==> src/rtl/lock_disp_seq.sv <==
// -----------------------------------------------------------------------------
// lock_disp_seq
//   Display sequencer for the electronic lock. Chooses what the 5-digit 7-seg
//   display shows: "CLOSE", the keypad digits being entered, a blinking "-----"
//   error banner, or "OPEn". Sits between the lock core / keypad and the
//   display block.
//
//   Digit codes: 0-9 numerals, a='-', b='L', c='C', d='n', e='E', f='P'.
//
// Ports
//   ck          in   system clock
//   resetn      in   asynchronous active-low reset
//   hz32        in   32 Hz enable pulse, one ck wide
//   key_valid   in   one-ck pulse qualifying key_code
//   key_code    in   [3:0] 0-9 digit, 4'ha clear, 4'hb-4'hf ignored
//   lock_open   in   level from lock core, 1 = lock open
//   err         in   one-ck pulse from lock core: wrong code entered
//   dig4..dig0  out  [3:0] registered digit codes, dig4 leftmost
//   dispen      out  [4:0] registered per-digit enables, bit4 = dig4
// -----------------------------------------------------------------------------
module lock_disp_seq #(
    parameter int unsigned TIMEOUT_TICKS = 160,
    parameter int unsigned ERR_TICKS     = 64,
    parameter int unsigned BLINK_TICKS   = 8
) (
    input  logic       ck,
    input  logic       resetn,
    input  logic       hz32,
    input  logic       key_valid,
    input  logic [3:0] key_code,
    input  logic       lock_open,
    input  logic       err,
    output logic [3:0] dig4,
    output logic [3:0] dig3,
    output logic [3:0] dig2,
    output logic [3:0] dig1,
    output logic [3:0] dig0,
    output logic [4:0] dispen
);

    localparam int unsigned TMAX = (TIMEOUT_TICKS > ERR_TICKS) ? TIMEOUT_TICKS : ERR_TICKS;
    localparam int unsigned TW   = $clog2(TMAX + 1);
    localparam int unsigned BW   = $clog2(BLINK_TICKS + 1);

    localparam logic [3:0] C_DASH = 4'ha;
    localparam logic [3:0] C_L    = 4'hb;
    localparam logic [3:0] C_C    = 4'hc;
    localparam logic [3:0] C_N    = 4'hd;
    localparam logic [3:0] C_E    = 4'he;
    localparam logic [3:0] C_P    = 4'hf;

    typedef enum logic [1:0] {
        S_CLOSED,
        S_ENTRY,
        S_ERROR,
        S_OPEN
    } state_t;

    state_t          state;
    logic [TW-1:0]   tcnt;
    logic [BW-1:0]   bcnt;
    logic            phase;

    logic key_digit;
    logic key_clear;
    logic t_expire;
    logic e_expire;
    logic b_expire;

    assign key_digit = key_valid && (key_code <= 4'd9);
    assign key_clear = key_valid && (key_code == 4'ha);
    assign t_expire  = hz32 && (tcnt == TW'(TIMEOUT_TICKS - 1));
    assign e_expire  = hz32 && (tcnt == TW'(ERR_TICKS - 1));
    assign b_expire  = hz32 && (bcnt == BW'(BLINK_TICKS - 1));

    // Outputs are computed alongside the next state so they appear one ck
    // after the event that caused them.
    always_ff @(posedge ck or negedge resetn) begin
        if (!resetn) begin
            state  <= S_CLOSED;
            tcnt   <= '0;
            bcnt   <= '0;
            phase  <= 1'b1;
            dig4   <= C_C;
            dig3   <= C_L;
            dig2   <= 4'd0;
            dig1   <= 4'd5;
            dig0   <= C_E;
            dispen <= '1;
        end else begin
            if (lock_open) begin
                // Open overrides everything; entered digits and error hold are dropped.
                state  <= S_OPEN;
                tcnt   <= '0;
                bcnt   <= '0;
                dig4   <= 4'd0;
                dig3   <= 4'd0;
                dig2   <= C_P;
                dig1   <= C_E;
                dig0   <= C_N;
                dispen <= 5'b01111;
            end else begin
                case (state)
                    S_CLOSED: begin
                        if (err) begin
                            state  <= S_ERROR;
                            tcnt   <= '0;
                            bcnt   <= '0;
                            phase  <= 1'b1;
                            dig4   <= C_DASH;
                            dig3   <= C_DASH;
                            dig2   <= C_DASH;
                            dig1   <= C_DASH;
                            dig0   <= C_DASH;
                            dispen <= '1;
                        end else if (key_digit) begin
                            state  <= S_ENTRY;
                            tcnt   <= '0;
                            dig4   <= 4'd0;
                            dig3   <= 4'd0;
                            dig2   <= 4'd0;
                            dig1   <= 4'd0;
                            dig0   <= key_code;
                            dispen <= 5'b00001;
                        end
                    end

                    S_ENTRY: begin
                        if (err) begin
                            state  <= S_ERROR;
                            tcnt   <= '0;
                            bcnt   <= '0;
                            phase  <= 1'b1;
                            dig4   <= C_DASH;
                            dig3   <= C_DASH;
                            dig2   <= C_DASH;
                            dig1   <= C_DASH;
                            dig0   <= C_DASH;
                            dispen <= '1;
                        end else if (key_digit) begin
                            // Shift register of digits; once full the oldest falls off dig4.
                            tcnt   <= '0;
                            dig4   <= dig3;
                            dig3   <= dig2;
                            dig2   <= dig1;
                            dig1   <= dig0;
                            dig0   <= key_code;
                            dispen <= {dispen[3:0], 1'b1};
                        end else if (key_clear || t_expire) begin
                            state  <= S_CLOSED;
                            tcnt   <= '0;
                            dig4   <= C_C;
                            dig3   <= C_L;
                            dig2   <= 4'd0;
                            dig1   <= 4'd5;
                            dig0   <= C_E;
                            dispen <= '1;
                        end else if (hz32) begin
                            tcnt <= tcnt + TW'(1);
                        end
                    end

                    S_ERROR: begin
                        if (e_expire) begin
                            state  <= S_CLOSED;
                            tcnt   <= '0;
                            bcnt   <= '0;
                            dig4   <= C_C;
                            dig3   <= C_L;
                            dig2   <= 4'd0;
                            dig1   <= 4'd5;
                            dig0   <= C_E;
                            dispen <= '1;
                        end else if (hz32) begin
                            tcnt <= tcnt + TW'(1);
                            if (b_expire) begin
                                bcnt   <= '0;
                                phase  <= ~phase;
                                dispen <= phase ? 5'b00000 : 5'b11111;
                            end else begin
                                bcnt <= bcnt + BW'(1);
                            end
                        end
                    end

                    S_OPEN: begin
                        state  <= S_CLOSED;
                        tcnt   <= '0;
                        dig4   <= C_C;
                        dig3   <= C_L;
                        dig2   <= 4'd0;
                        dig1   <= 4'd5;
                        dig0   <= C_E;
                        dispen <= '1;
                    end

                    default: begin
                        state  <= S_CLOSED;
                        tcnt   <= '0;
                        bcnt   <= '0;
                        phase  <= 1'b1;
                        dig4   <= C_C;
                        dig3   <= C_L;
                        dig2   <= 4'd0;
                        dig1   <= 4'd5;
                        dig0   <= C_E;
                        dispen <= '1;
                    end
                endcase
            end
        end
    end

endmodule

==> config.mk <==
export PLATFORM = sky130hd
export DESIGN_NAME = lock_disp_seq
export DESIGN_NICKNAME = d
export VERILOG_FILES = /design/src/rtl/lock_disp_seq.sv
export SDC_FILE = /design/constraint.sdc
export NUM_CORES = 1
export LEC_CHECK = 0
export ABC_AREA = 1
export ABC_CLOCK_PERIOD_IN_PS = 3200
export BUFFER_PORTS_ARGS = -buffer_cell sky130_fd_sc_hd__buf_2
export CORE_ASPECT_RATIO = 1.75
export CORE_MARGIN = 2
export CORE_UTILIZATION = 50
export CTS_BUF_LIST = sky130_fd_sc_hd__clkbuf_4
export DETAILED_ROUTE_END_ITERATION = 8
export PLACE_DENSITY = 0.7
export SLEW_MARGIN = 20
export SYNTH_ARGS = -nofsm -noshare
export SYNTH_HDL_FRONTEND = slang
export SYNTH_SLANG_ARGS = --single-unit
==> constraint.sdc <==
create_clock -name ck -period 3.2 [get_ports ck]
set_clock_uncertainty 0.15 [all_clocks]
set_input_delay 0.32 -clock ck [delete_from_list [all_inputs] [get_ports ck]]
set_output_delay 0.32 -clock ck [all_outputs]
set_load 0.05 [all_outputs]
# After elaboration in Yosys (flattened, before gate mapping)

Cells that the tools add are included.

Order comparisons: 1
Multiplexer cells: 73
Equal/unequal tests: 19
Add/subtract/negate cells: 2
Bitwise gates (word level): 2
Multiply operators: 0
Divide/modulo/power cells: 0
Reductions and logical operators: 15
Shift-type cells: 0

Operators by type and width:

| kind                                                                  | number |
|---|---|
| 4-bit 2-to-1 mux                                                      | 34 |
| 4-bit case mux with 4 select lines                                    | 5 |
| 8-bit 2-to-1 mux                                                      | 8 |
| 5-bit 2-to-1 mux                                                      | 10 |
| 8-bit case mux with 4 select lines                                    | 1 |
| 4-bit inequality test, second input constant                          | 5 |
| 5-bit case mux with 4 select lines                                    | 1 |
| 2-bit 2-to-1 mux                                                      | 7 |
| 8-bit by 1-bit adder with 8-bit output, second input constant         | 1 |
| 8-bit by 6-bit equality test with 1-bit output, second input constant | 1 |
| 8-bit equality test, second input constant                            | 1 |
| 2-bit case mux with 4 select lines                                    | 1 |
| 4-bit case mux with 2 select lines                                    | 1 |
| 4-bit AND reduction                                                   | 2 |
| 2-bit inequality test, second input constant                          | 3 |
| 3-bit AND reduction                                                   | 2 |
| 6-bit AND reduction                                                   | 1 |
| 1-bit logical AND                                                     | 5 |
| 5-bit inequality test, second input constant                          | 1 |
| 4-bit by 1-bit adder with 4-bit output, second input constant         | 1 |
| 2-bit equality test, second input constant                            | 2 |
| 4-bit by 3-bit equality test with 1-bit output, second input constant | 1 |
| 4-bit equality test, second input constant                            | 1 |
| 4-bit less-or-equal comparator, second input constant                 | 1 |
| other kinds (12)                                                      | 16 |

Memories: 0
Memory bits (writable): 0
Output and inout port bits: 25
Latch bits: 0
Memory bits (read-only): 0
Input port bits: 10
Flip-flop bits (word level): 40

# Logic depth before layout (Yosys ltp)

Depth in word-level cells: 8
Mapped depth: 12
Depth with buffers taken out: 11

# Worst setup path after synthesis

No wires, ideal clock.

Kind: reg2reg
From: reg state[1]
To: reg dig1[1]
Slack: 1371 ps
Arrival time: 1562 ps
Stages on the path, launching flop included: 12
Clock period less this slack: 1829 ps
Data required time: 2932 ps
Cell sequence: dfrtp_1 inv_1 ha_1 buf_2 nand2_4 nor2_4 nand3_2 nor2_4 nor2_8 buf_6 nand2_1 nand2_1

Word-level cells in the longest chain between the ends: 3

Ends and longest elaborated chain:

| item                                                                         | RTL line | text |
|---|---|---|
| start: declaration                                                           | 59       | `state_t state;` |
| start signal: assignment                                                     | 80       | `state <= S_CLOSED;` |
| start signal: assignment                                                     | 93       | `state <= S_OPEN;` |
| start signal: assignment                                                     | 106      | `state <= S_ERROR;` |
| 2-bit by 1-bit equality test with 1-bit output, or another cell as far along | 103      | `case (state)` |
| 5-bit inequality test (no line), or another cell as far along                | -        |  |
| 3-bit AND reduction (no line) / 4-bit 2-to-1 mux (equally long branches)     | -        |  |
| end signal: assignment                                                       | 146      | `dig1 <= dig0;` |
| end: declaration                                                             | 36       | `output logic [3:0] dig1,` |

Parallel ways exist; a longest one is shown, timed or not.
A chain may end at the register's enable or synchronous reset.

# Final worst setup path

From: reg state[1]
To: reg bcnt[3]

Word-level cells in the longest chain between the ends: 4

Ends and longest elaborated chain:

| item                                                                                     | RTL line | text |
|---|---|---|
| 2-bit by 1-bit equality test with 1-bit output / 2-bit zero test (equally long branches) | 103      |  |
| 2-bit OR reduction (no line)                                                             | -        |  |
| 3-bit by 1-bit inequality test with 1-bit output (no line), or another cell as far along | -        |  |
| 3-bit AND reduction (no line) / 4-bit 2-to-1 mux (equally long branches)                 | -        |  |
| end signal: assignment                                                                   | 181      | `bcnt <= bcnt + BW'(1);` |
| end: declaration                                                                         | 61       | `logic [BW-1:0] bcnt;` |

Parallel ways exist; a longest one is shown, timed or not.

==> impl_metrics.csv <==
group,metric,value,unit
critical_path,path_class,"reg2reg",
finish,n_antenna_cell,0,
floorplanning,die-area,6100,um^2
routing,wire_per_inst,14.2,um
grt,grt_pass1_wl,11300,um
critical_path,crit_fanout,15,
floorplanning,pin_count,35,
clocking,clkSlewWorstSetupHoldPaths,0.13,ns
power,power,2.89,mW
finish,drive_gt1_share,24.9,%
hold_path,hold_path.class,"in2reg",
clocking,cts_buffers,5,
grt,grt_max_degree,41,
synthesis,ys_seq_area_share,37.3,%
critical_path,cpMaxStageDelayCell,"dfrtp_1",
outcome,status,"finished, final reports clean",
grt,grt.total_usage,24.3,%
routing,ant_nets,0,
floorplanning,fp-row-count,35,
synthesis,synthSimpleGateAreaFrac,38.8,%
routing,drc_errors,0,
timing,final.period_utilization,66.1,%
timing,final_hold_viol_count,0,
clocking,htreeDepth,2,
clocking,insertion_delay,0.37,ns
clocking,cts_sinks,40,
floorplanning,start_util,52.1,%
critical_path,r2r_start,"state[1]",
synthesis,synth_seq_cells,40,
critical_path,r2r_cells,11,
place,portBuffers,34,
timing,relSlewSlack,38.5,%
timing,fmax,473,MHz
synthesis,synth_cell_types,33,
timing,tns,0,ns
routing,totalWireLength,6540,um
clocking,cts_buffer_depth,2,
critical_path,slowest_delay,0.46,ns
power,power.leakage,1.52,nW
synthesis,synthMuxAreaShare,0,%
synthesis,syn_inst,373,
synthesis,syn_area,2740,um^2
place,gp_congestion,0.889,
clocking,clock-root-buffer,"clkbuf_4",
critical_path,endpoint,"bcnt[3]",
critical_path,critPathMostFrequentCell,"nand2_1",
run,max-cap-violations,0,
synthesis,synth-compound-area-share,10.1,%
floorplanning,coreArea,5260,um^2
finish,layout_common_cells,"140 x nand2_1, 34 x inv_1, 34 x buf_2, 32 x nand3_1, 24 x dfrtp_1",
timing,fin_crit,2.11,ns
finish,syn_to_final_growth,8.18,%
synthesis,synthAdderAreaFrac,2.74,%
routing,num_vias,2465,
routing,via_per_inst,5.36,
critical_path,critPathLaunchType,"flip-flop",
critical_path,arrival,2.25,ns
critical_path,regToRegSetupSlack,1.09,ns
floorplanning,die_w,59.9,um
floorplanning,die_h,102,um
grt,gr-total-overflow,0,
place,dp_hpwl,4920,um
clocking,cts_resized,0,
critical_path,crit_required,3.34,ns
routing,firstDrtPassIters,4,
clocking,tritoncts,"built",
timing,rsz0062_at_grt,"no",
synthesis,syn-num-nets,389,
power,vdd_drop_max,0.000660,V
critical_path,end_kind,"flip-flop",
grt,antenna_found_initial,0,
finish,final_common_cell,"nand2_1",
finish,nNetsFinal,421,
timing,worst_slew_pin_slew,0.923,ns
timing,setup_viol,0,
critical_path,r2r_end,"bcnt[3]",
grt,grt_pass1_vias,2549,
routing,drtIter0Drc,82,
synthesis,synth-xor-area-share,1.92,%
synthesis,yosysWarnings,0,
critical_path,startpoint,"state[1]",
power,p_per_area,975,nW/um^2
synthesis,synth_top_family_by_area,"simple AND/OR/NAND/NOR gates",
timing,slew_violations,0,
critical_path,crit_chain,"inv_1, ha_1, inv_2, nand2_1, nand2_1, nand2_1, a21oi_4, nand2_1, nand2_1, nand2_1, a21oi_1",
synthesis,synth.avg_cell_area,7.34,um^2
-- flip-flops by register name, indices dropped and copies added, names as in the netlist --
name    cells
tcnt        8
dig0        4
dig1        4
phase       1
dispen      5
state       2
dig4        4
bcnt        4
dig2        4
dig3        4
-- worst min-delay path by stage --
stage,cells past startpoint,from,slack (ns),endpoint
2_1_floorplan,0,resetn,-0.13,bcnt[0]
3_3_place_gp,2,dig4[3],0.31,dig4[3]
3_5_place_dp,2,dig4[3],0.31,dig4[3]
4_1_cts,3,key_code[0],0.13,dig0[0]
5_1_grt,3,key_code[0],0.16,dig0[0]
6_report,3,key_code[0],0.14,dig0[0]
-- critical path, delay by kind of cell (launching register included) --
family	cells	cell delay, ns
fa+ha+maj	1	0.24
buf+inv	2	0.36
flops	1	0.46
compound gates	2	0.32
simple gates	6	0.49
-- report_power, final --
part,switching [mW],internal [mW],total [mW]
combinational,1.29,0.452,1.74
sequential,0.136,0.738,0.874
clock,0.175,0.100,0.275
total,1.60,1.29,2.89
-- cell families (layout without fill, tap and decap cells) --
logic type	Yosys count	after routing
AND/OR/NAND/NOR	222	222
buffers and inverters	54	86
AO/OA/AOI/OAI	45	45
flip-flops	40	40
adder cells (fa/ha/maj)	6	6
XOR/XNOR	6	6
-- area by class of cell --
class | count | area, um^2
timing repair buffer | 36 | 188
inverter | 43 | 166
tap | 55 | 68.8
clock buffer | 7 | 52.6
multi-input combinational | 279 | 1460
sequential | 40 | 1020
fill | 534 | 2290
-- routing by layer --
layer	vias to the layer above	routed length, um	part of all wire, %	track usage, %
li1	1243	-	-	-
met1	1129	2590	40	27.2
met2	74	3500	54	43.0
met3	19	213	3.3	3.80
met4	0	232	3.5	12.1
met5	-	0	0	0
-- per-stage QoR --
step | hold slack (ns) | setup WS [ns] | cell area (um^2) | util [%] | cells
4_1_cts | 0.131 | 1.08 | 2960 | 56.3 | 460
3_3_place_gp | 0.307 | 1.19 | 2900 | 55.1 | 452
5_1_grt | 0.156 | 0.904 | 2960 | 56.3 | 460
2_1_floorplan | -0.126 | 1.37 | 2740 | - | 373
6_report | 0.141 | 1.09 | 2960 | 56.3 | 460
3_5_place_dp | 0.306 | 1.13 | 2900 | 55.1 | 452
-- Yosys cell counts --
cell | count | area, um^2
a21oi_1 | 10 | 50.1
a21oi_4 | 2 | 32.5
buf_1 | 1 | 3.75
buf_2 | 2 | 10.0
buf_4 | 1 | 7.51
buf_6 | 5 | 56.3
clkbuf_1 | 2 | 7.51
clkinv_1 | 1 | 3.75
dfrtp_1 | 24 | 601
dfstp_2 | 16 | 420
ha_1 | 6 | 75.1
inv_1 | 34 | 128
inv_2 | 6 | 22.5
inv_4 | 2 | 12.5
nand2_1 | 140 | 526
nand2_2 | 4 | 25.0
nand2_4 | 5 | 56.3
nand3_1 | 32 | 160
nand3_2 | 6 | 60.1
nand4_1 | 5 | 31.3
nand4_4 | 1 | 21.3
nor2_1 | 17 | 63.8
nor2_2 | 3 | 18.8
nor2_4 | 6 | 67.6
nor2_8 | 1 | 20.0
nor3_1 | 1 | 5.00
o211ai_1 | 1 | 7.51
o21ai_0 | 15 | 75.1
o21ai_1 | 9 | 45.0
o21ai_2 | 6 | 52.6
o22ai_1 | 2 | 12.5
or2_2 | 1 | 6.26
xor2_1 | 6 | 52.6
-- timing repair --
item / in CTS / in global routing
endpoints found under the setup margin: 0 / 0
buffers inserted: 0 / 0
endpoints found under the hold margin: 24 / 0
hold buffers: 1 / 0
Power figures use the tool's default switching activity.
